[src/rtl/usb_pkg.sv]
// Shared USB transmit definitions: encoder state encoding, line-pair constants
// ({dp,dm}) and default framing parameters.
package usb_pkg;

   typedef enum logic [2:0] {
      ST_IDLE,
      ST_SYNC,
      ST_DATA,
      ST_STUFF,
      ST_EOP_SE0,
      ST_EOP_J
   } state_t;

   localparam logic [1:0] LINE_J   = 2'b10;
   localparam logic [1:0] LINE_K   = 2'b01;
   localparam logic [1:0] LINE_SE0 = 2'b00;

   localparam int SYNC_BITS_DEF   = 8;
   localparam int STUFF_LIMIT_DEF = 6;

endpackage

[src/rtl/usb_nrzi_enc.sv]
// NRZI level tracker: a 0 flips the line level, a 1 holds it. lvl is the level
// for the bit presented this cycle (1 = J, 0 = K); load_j re-arms to J.
module usb_nrzi_enc (
   input  logic clk,
   input  logic rst,
   input  logic en,
   input  logic din,
   input  logic load_j,
   output logic lvl
);

   logic lvl_q;

   always_comb begin
      lvl = lvl_q;
      if (load_j)
         lvl = 1'b1;
      else if (en && !din)
         lvl = ~lvl_q;
   end

   always_ff @(posedge clk or posedge rst) begin
      if (rst)
         lvl_q <= 1'b1;
      else
         lvl_q <= lvl;
   end

endmodule

[src/rtl/usb_tx_line_encoder.sv]
// USB full-speed transmit line encoder: SYNC, bit-stuffed payload, EOP.
// Define USB_TX_NRZI_EN to NRZI-encode the bit stream; otherwise dp=bit, dm=~bit.
module usb_tx_line_encoder
   import usb_pkg::*;
#(
   parameter int SYNC_BITS   = SYNC_BITS_DEF,
   parameter int STUFF_LIMIT = STUFF_LIMIT_DEF
) (
   input  logic clk,
   input  logic rst,
   input  logic start,
   input  logic bit_in,
   input  logic bit_valid,
   input  logic bit_last,
   output logic bit_ready,
   output logic dp,
   output logic dm,
   output logic busy,
   output logic done,
   output logic underrun
);

   localparam int SC_W = $clog2(SYNC_BITS + 1);
   localparam int OW   = $clog2(STUFF_LIMIT + 1);
   localparam logic [SC_W-1:0] SYNC_LAST = SC_W'(SYNC_BITS - 1);
   localparam logic [OW-1:0]   LIMIT     = OW'(STUFF_LIMIT);

   state_t          state_q, state_d;
   logic [SC_W-1:0] sync_cnt_q, sync_cnt_d;
   logic [OW-1:0]   ones_q, ones_d, ones_inc;
   logic            eop_cnt_q, eop_cnt_d;
   logic            last_pend_q, last_pend_d;
   logic            abort_q, abort_d;
   logic            done_q;

   // What gets driven onto the line in the next cycle
   logic            emit_bit, raw_bit, emit_se0, emit_j;
   logic [1:0]      bit_line, line_d;

   assign ones_inc = ones_q + OW'(1);

   always_comb begin
      state_d     = state_q;
      sync_cnt_d  = sync_cnt_q;
      ones_d      = ones_q;
      eop_cnt_d   = eop_cnt_q;
      last_pend_d = last_pend_q;
      abort_d     = abort_q;
      emit_bit    = 1'b0;
      raw_bit     = 1'b0;
      emit_se0    = 1'b0;
      emit_j      = 1'b0;
      case (state_q)
         ST_IDLE: begin
            emit_j = 1'b1;
            if (start) begin
               // First SYNC bit leaves with the transition itself
               state_d     = ST_SYNC;
               emit_j      = 1'b0;
               emit_bit    = 1'b1;
               sync_cnt_d  = SC_W'(1);
               ones_d      = '0;
               abort_d     = 1'b0;
               last_pend_d = 1'b0;
            end
         end
         ST_SYNC: begin
            emit_bit   = 1'b1;
            raw_bit    = (sync_cnt_q == SYNC_LAST);
            ones_d     = raw_bit ? ones_inc : '0;
            sync_cnt_d = sync_cnt_q + SC_W'(1);
            if (raw_bit)
               state_d = ST_DATA;
         end
         ST_DATA: begin
            if (bit_valid) begin
               emit_bit = 1'b1;
               raw_bit  = bit_in;
               ones_d   = bit_in ? ones_inc : '0;
               if (bit_in && ones_inc == LIMIT) begin
                  state_d     = ST_STUFF;
                  last_pend_d = bit_last;
               end else if (bit_last) begin
                  state_d   = ST_EOP_SE0;
                  eop_cnt_d = 1'b0;
               end
            end else begin
               // Starved: this cycle already supplies the first SE0
               emit_se0  = 1'b1;
               state_d   = ST_EOP_SE0;
               eop_cnt_d = 1'b1;
               abort_d   = 1'b1;
            end
         end
         ST_STUFF: begin
            emit_bit = 1'b1;
            ones_d   = '0;
            if (last_pend_q) begin
               state_d   = ST_EOP_SE0;
               eop_cnt_d = 1'b0;
            end else begin
               state_d = ST_DATA;
            end
         end
         ST_EOP_SE0: begin
            emit_se0 = 1'b1;
            if (eop_cnt_q)
               state_d = ST_EOP_J;
            else
               eop_cnt_d = 1'b1;
         end
         ST_EOP_J: begin
            emit_j  = 1'b1;
            ones_d  = '0;
            state_d = ST_IDLE;
         end
         default: state_d = ST_IDLE;
      endcase
   end

`ifdef USB_TX_NRZI_EN
   logic lvl;

   usb_nrzi_enc u_nrzi (
      .clk    (clk),
      .rst    (rst),
      .en     (emit_bit),
      .din    (raw_bit),
      .load_j (emit_j | emit_se0),
      .lvl    (lvl)
   );

   assign bit_line = lvl ? LINE_J : LINE_K;
`else
   assign bit_line = {raw_bit, ~raw_bit};
`endif

   assign line_d = emit_se0 ? LINE_SE0 : (emit_bit ? bit_line : LINE_J);

   always_ff @(posedge clk or posedge rst) begin
      if (rst) begin
         state_q     <= ST_IDLE;
         sync_cnt_q  <= '0;
         ones_q      <= '0;
         eop_cnt_q   <= 1'b0;
         last_pend_q <= 1'b0;
         abort_q     <= 1'b0;
         done_q      <= 1'b0;
         {dp, dm}    <= LINE_J;
      end else begin
         state_q     <= state_d;
         sync_cnt_q  <= sync_cnt_d;
         ones_q      <= ones_d;
         eop_cnt_q   <= eop_cnt_d;
         last_pend_q <= last_pend_d;
         abort_q     <= abort_d;
         done_q      <= (state_q == ST_EOP_J) && !abort_q;
         {dp, dm}    <= line_d;
      end
   end

   assign bit_ready = (state_q == ST_DATA);
   assign busy      = (state_q != ST_IDLE);
   assign underrun  = (state_q == ST_DATA) && !bit_valid;
   assign done      = done_q;

endmodule

[config.mk]
export PLATFORM = sky130hd
export DESIGN_NAME = usb_tx_line_encoder
export DESIGN_NICKNAME = d
export VERILOG_FILES = /design/src/rtl/usb_pkg.sv /design/src/rtl/usb_nrzi_enc.sv /design/src/rtl/usb_tx_line_encoder.sv
export SDC_FILE = /design/constraint.sdc
export NUM_CORES = 1
export LEC_CHECK = 0
export BUFFER_PORTS_ARGS = -buffer_cell sky130_fd_sc_hd__buf_2
export CAP_MARGIN = 30
export CORE_MARGIN = 1
export CORE_UTILIZATION = 40
export CTS_CLUSTER_SIZE = 14
export DETAILED_ROUTE_END_ITERATION = 10
export PLACE_DENSITY = 0.59
export SETUP_SLACK_MARGIN = 0.4
export SLEW_MARGIN = 10
export SYNTH_ARGS = -nofsm -noshare
export SYNTH_HDL_FRONTEND = slang
export SYNTH_HIERARCHICAL = 1
export SYNTH_SLANG_ARGS = --single-unit
export TNS_END_PERCENT = 1
[constraint.sdc]
create_clock -name clk -period 2.2 [get_ports clk]
set_input_delay 0.11 -clock clk [delete_from_list [all_inputs] [get_ports clk]]
set_output_delay 0.11 -clock clk [all_outputs]
set_load 0.02 [all_outputs]
==> results of run 1 <==
metrics by stage:
| step | total power [mW] | setup slack, ns |
|---|---|---|
| 2_1_floorplan | 0.981 | 0.552 |
| 3_3_place_gp | 1.09 | 0.432 |
| 3_5_place_dp | 1.09 | 0.398 |
| 4_1_cts | 1.26 | 0.437 |
| 5_1_grt | 1.40 | 0.355 |
| 6_report | 1.28 | 0.454 |
timing repair:
item,in CTS,in global routing
setup endpoints to repair,1,5
pin swaps,2,0
hold endpoints to repair,15,0
resized for setup,1,4
buffers inserted,0,0
hold buffers,1,0
synth_stat cells (2+ instances only):
master,number,share of area
mux2i_1,3,0.031
dfrtp_1,15,0.39
a211o_1,2,0.018
a22o_1,3,0.027
nor3_1,2,0.010
nand2_1,8,0.031
nor2_1,7,0.027
inv_1,7,0.027
nor3b_1,2,0.015
o21ai_0,7,0.036
nand3_1,3,0.015
ha_1,3,0.039
and2_1,2,0.013
a21oi_1,5,0.026
o22ai_1,4,0.026
buf_6,2,0.023
logic make-up (layout without fill, tap and decap cells):
kind of cell             Yosys count  after routing
buffers and inverters             11             23
flip-flops                        16             16
AO/OA/AOI/OAI                     30             30
AND/OR/NAND/NOR                   36             36
multiplexers                       3              3
adder cells (fa/ha/maj)            3              3
XOR/XNOR                           1              1
flip-flops by register name, indices dropped and copies added (netlist names):
name,count
last_pend_q,1
done,1
sync_cnt_q,4
dp,1
ones_q,3
abort_q,1
eop_cnt_q,1
dm,1
state_q,3
layer usage:
layer  up-vias  GRT usage  wire length, um
li1        393          -                -
met1       374      0.244             1020
met2        18      0.286              954
met3         5     0.0268               69
met4         0     0.0811               37
met5         -          0                0
path summary, 6_finish.rpt:
path,to,from,depth (start not counted),slack [ns]
worst min-delay path,abort_q,start,4,0.20
max in group asynchronous,state_q[1],rst,3,1.35
worst max register to register,eop_cnt_q,ones_q[0],5,0.45
min in group asynchronous,state_q[2],rst,3,0.42
worst max-delay path,eop_cnt_q,ones_q[0],5,0.45
worst min register to register,done,abort_q,1,0.46
cell type report:
cell class,count,share of cell area
Clock buffer,4,0.0241
Sequential cell,16,0.371
Tap cell,28,0.0321
Timing Repair Buffer,12,0.0597
Inverter,7,0.0241
Multi-Input combinational cell,73,0.489
critical path, delay by kind of cell (launching register included):
| family | cells | cell delay, ns |
|---|---|---|
| flops | 1 | 0.43 |
| fa+ha+maj | 1 | 0.25 |
| compound gates | 2 | 0.64 |
| simple gates | 2 | 0.33 |
power groups by stage:
stage,clock (mW),combinational (mW),sequential [mW]
2_1_floorplan,0,0.499,0.482
3_3_place_gp,0,0.557,0.530
3_5_place_dp,0,0.560,0.529
4_1_cts,0.174,0.567,0.523
5_1_grt,0.182,0.661,0.554
6_report,0.166,0.579,0.533
==> qor.yml, run 1 <==
floorplanning:
  die-area_um2: 2640
  die_x_um: 51.4
  core_area_um2: 2250
  fp.dieH_um: 51.4
  rows: 17
  io_pins: 12
  initial_core_util: 0.432
clock_network:
  clk_path_buf_depth: 2
  root_buffer: "clkbuf_4"
  clkTransAtPathRegs_ns: 0.10
  clock_sinks: 16
  cts_buffers: 3
  cts_htree_levels: 1
  clock_latency_ns: 0.29
  cts_tree: "yes"
sta:
  period_share: 0.794
  drv_slew: 0
  max-slew-margin-rel: 0.591
  worst_hold_slack_ns: 0.200
  skew_ns: 0.00703
  period_needed_ns: 1.75
  finalHoldViolCount: 0
  max_freq_mhz: 573
  final.setup.tns_ns: 0
  setup_violations: 0
  tightest_slew_ns: 0.613
  rsz0062_at_grt: "yes"
yosys:
  syn_area_um2: 975
  synth_compound_gate_area_share: 0.214
  synthSimpleGateAreaFrac: 0.220
  synthesis.nets: 109
  synth_xor_area_frac: 0.0167
  avgSynthCellArea_um2: 9.75
  yosysWarnings: 6
  synth_edf_count: 0
  synthArstFlopShare: 1.00
  synth_top_family_by_area: "simple AND/OR/NAND/NOR gates"
  ys_seq_area_frac: 0.412
  synth.distinct_cells: 41
  ys_seq_elements: 16
  synthCells: 100
  synthAdderAreaFrac: 0.0385
  synth_flop_cell: "dfrtp_1"
  synthMuxAreaShare: 0.0308
route:
  via_per_inst: 5.64
  dr.pass1.iters: 4
  route.detailed.drc: 0
  drt_iter0_drc: 25
  routed_wl_mm: 2.08
  antenna_left: 0
  post_drt_wl_per_cell_um: 14.9
  vias: 790
placement:
  port_buffers: 11
  dpl.hpwl_mm: 1.47
  placed_area_um2: 1020
  place_inst: 135
  gp_congestion: 0.856
finish:
  final_common_cell: "dfrtp_1"
  n_antenna_cell: 0
  final_cell_mix: "dfrtp_1 (13), buf_2 (11), nand2_1 (8)"
  stdcell_area_um2: 1090
  fin_util: 0.483
  drive_gt1_frac: 0.241
  final_nets: 122
  stdcell_count: 140
  multiInputGateArea_um2: 533
  seq_area_um2: 404
  area_delta_synth_final_pct: 11.8
  fillers: 233
critical_path:
  cp_max_fo: 4
  cpPeakStageDelay_ns: 0.43
  cp.arrival_ns: 1.94
  slowest_stage: "dfrtp_1"
  worstSetupPathType: "reg -> reg"
  startpoint_type: "register"
  end_kind: "register"
  worstPathRequired_ns: 2.39
  path_cells: "ha_1 > and4_1 > a2111oi_4 > nor2_1 > a211o_1"
grt:
  grt_max_degree: 20
  grt_pass1_wl_mm: 3.46
  grt_pass1_vias: 742
  grt_usage: 0.182
  grt_overflow: 0
  grt_antenna_before_repair: 0
power_and_ir_drop:
  ir_drop_mv: 0.528
  powerDensity_nw_per_um2: 1170
  p_clk_frac: 0.130
  pwr-share-comb: 0.453
  internal_power_mw: 0.707
  p_leak_nw: 0.464
  netSwitchingFraction: 0.447
  p_sw_mw: 0.571
  seqPwrFrac: 0.417
hold_path:
  hp-class: "in -> reg"
flow_run:
  maxCapViolations: 0
status:
  status: "completed"
Note: power is estimated with default switching activity, not from simulation.
==> inputs of run 2 (changes only) <==
PLACE_DENSITY = 0.61   (was 0.59)
clock period = 1.5 ns   (was 2.2 ns; I/O delays follow)
==> run 2 against run 1 <==
  * The flow now finishes with violations (setup timing)
  * Clock-buffer cell count unchanged
  * Highest routed layer unchanged
  * Cell area grew 21%
  * Die area is the same
  * Sequential power rose by 33%
  * Power rose by 79%
==> qor.yml, run 2 (same netlist as run 1, synthesis figures left out) <==
sta:
  drv_slew: 0  # unchanged
  skew_ns: 0.00198  # -0.00505 ns
  period_needed_ns: 1.66  # -0.0858 ns
  setup_violations: 6  # +6
  max_freq_mhz: 602  # +5.2%
  tightest_slew_ns: 0.627  # +0.0139 ns
  period_share: 1.11  # +0.313
  finalHoldViolCount: 0  # unchanged
  fin_ws_ns: -0.160  # -0.614 ns
  rsz0062_at_grt: "yes"
  max-slew-margin-rel: 0.581  # -0.00926
  final.setup.tns_ns: -0.455  # -0.455 ns
status:
  status: "complete, but fails checks"
  violations: "setup timing"
power_and_ir_drop:
  ir_drop_mv: 0.918  # +74%
  seqPwrFrac: 0.309  # -0.108
  powerDensity_nw_per_um2: 1740  # +48%
  total_power_mw: 2.29  # +79%
  p_leak_nw: 0.586  # +26%
  netSwitchingFraction: 0.414  # -0.0323
  p_clk_frac: 0.130  # about the same
  p_sw_mw: 0.947  # +66%
  pwr-share-comb: 0.561  # +0.108
  internal_power_mw: 1.34  # +89%
grt:
  grt_usage: 0.209  # +0.0273
  grt_max_degree: 17  # -15%
  grt_antenna_before_repair: 0  # unchanged
  grt_pass1_vias: 904  # +22%
  grt_overflow: 0  # unchanged
  grt_pass1_wl_mm: 4.01  # +16%
critical_path:
  startpoint_type: "register"
  path_cells: "ha_4 > xor2_4 > a311oi_2 > a211o_1 > a211o_1"
  end_kind: "register"
  cpPeakStageDelay_ns: 0.46  # +0.03 ns
  crit_top_cell: "a211o_1"
  worstSetupPathType: "reg -> reg"
  cp_max_fo: 4  # unchanged
  cp.arrival_ns: 1.85  # -0.09 ns
  slowest_stage: "dfrtp_2"
  worstPathRequired_ns: 1.69  # -0.70 ns
route:
  routed_wl_mm: 2.33  # +12%
  dr.pass1.iters: 4  # unchanged
  route.detailed.drc: 0  # unchanged
  antenna_left: 0  # unchanged
  post_drt_wl_per_cell_um: 14.5  # -2.8%
  vias: 886  # +12%
  via_per_inst: 5.50  # -2.5%
  drt_iter0_drc: 12  # -52%
placement:
  dpl_worst_slack_ns: -0.154  # -0.552 ns
  port_buffers: 11  # unchanged
  dpl.hpwl_mm: 1.74  # +18%
  place_inst: 154  # +14%
  gp_congestion: 0.822  # -4.1%
clock_network:
  clock_sinks: 16  # unchanged
  clk_path_buf_depth: 2  # unchanged
  cts_tree: "yes"
  cts_htree_levels: 1  # unchanged
  cts_buffers: 3  # unchanged
  root_buffer: "clkbuf_4"
  clock_latency_ns: 0.30  # about the same
  clkTransAtPathRegs_ns: 0.10  # about the same
floorplanning:
  io_pins: 12  # unchanged
  fp.dieH_um: 51.4  # unchanged
  initial_core_util: 0.432  # unchanged
  die-area_um2: 2640  # unchanged
  core_area_um2: 2250  # unchanged
  die_x_um: 51.4  # unchanged
  rows: 17  # unchanged
flow_run:
  maxCapViolations: 0  # unchanged
finish:
  largest-register: "sync_cnt_q"
  largestRegisters: "sync_cnt_q: 4 flops, ones_q: 3 flops, state_q: 3 flops"
  final_nets: 143  # +17%
  drive_gt1_frac: 0.436  # +0.195
  n_antenna_cell: 0  # unchanged
  area_delta_synth_final_pct: 35.0
  final_cell_mix: "buf_4 (20), dfrtp_1 (12), buf_2 (11)"
  largest_reg_flops: 4  # unchanged
  final_common_cell: "buf_4"
  stdcell_count: 161  # +15%
hold_path:
  hp-class: "in -> reg"
## run 2: cell count changes in the layout (fill, tap and decap cells not counted), sizes merged
cell,before,now
buf,11,32
## run 2: area by class of cell
type	instances	area [um^2]
sequential	16	405
multi-input combinational	73	587
fill	215	938
inverter	7	26.3
clock buffer	4	36.3
timing repair buffer	33	226
tap	28	35.0
## run 2: repair_timing
action                                  in CTS  in global routing
endpoints found under the setup margin      19                 19
pin swaps                                    5                  0
endpoints found under the hold margin       15                  0
setup buffers                                2                  0
hold buffers                                 1                  0
resized for setup                            5                 10
## run 2: stage by stage
stage	util	area [um^2]	hold WS, ns
final	0.584	1320	0.143
after global routing	0.584	1320	0.169
after CTS	0.572	1290	0.140
after detailed placement	0.535	1210	0.179
after global placement	0.535	1210	0.183
after floorplan	-	1010	-0.0120
## run 2: final timing paths
path	start	endpoint	slack (ns)	cells past startpoint
worst max-delay path	ones_q[0]	eop_cnt_q	-0.16	5
worst min-delay path	start	abort_q	0.14	4
worst max register to register	ones_q[0]	eop_cnt_q	-0.16	5
worst min register to register	abort_q	done	0.47	1
max in group asynchronous	rst	ones_q[0]	0.66	3
min in group asynchronous	rst	sync_cnt_q[3]	0.40	3
## run 2: worst max-delay path, delay by kind of cell, from the launching register on
family,cells,cell delay [ns]
DFF,1,0.46
adders and majority gates,1,0.19
AOI/OAI and AO/OA,3,0.67
xor gates and xnor gates,1,0.23
## run 2: power by group through the flow
stage	sequential, mW	combinational [mW]	clock [mW]
3_3_place_gp	0.698	1.18	0
2_1_floorplan	0.715	0.750	0
4_1_cts	0.697	1.23	0.303
5_1_grt	0.729	1.41	0.326
3_5_place_dp	0.703	1.20	0
6_report	0.707	1.28	0.296
## run 2: routing by layer
layer,vias to the layer above,global-route usage,wire length (um)
met5,-,0,0
met1,431,0.252,1010
met2,18,0.361,1210
met3,5,0.0268,68
met4,0,0.104,37
li1,432,-,-
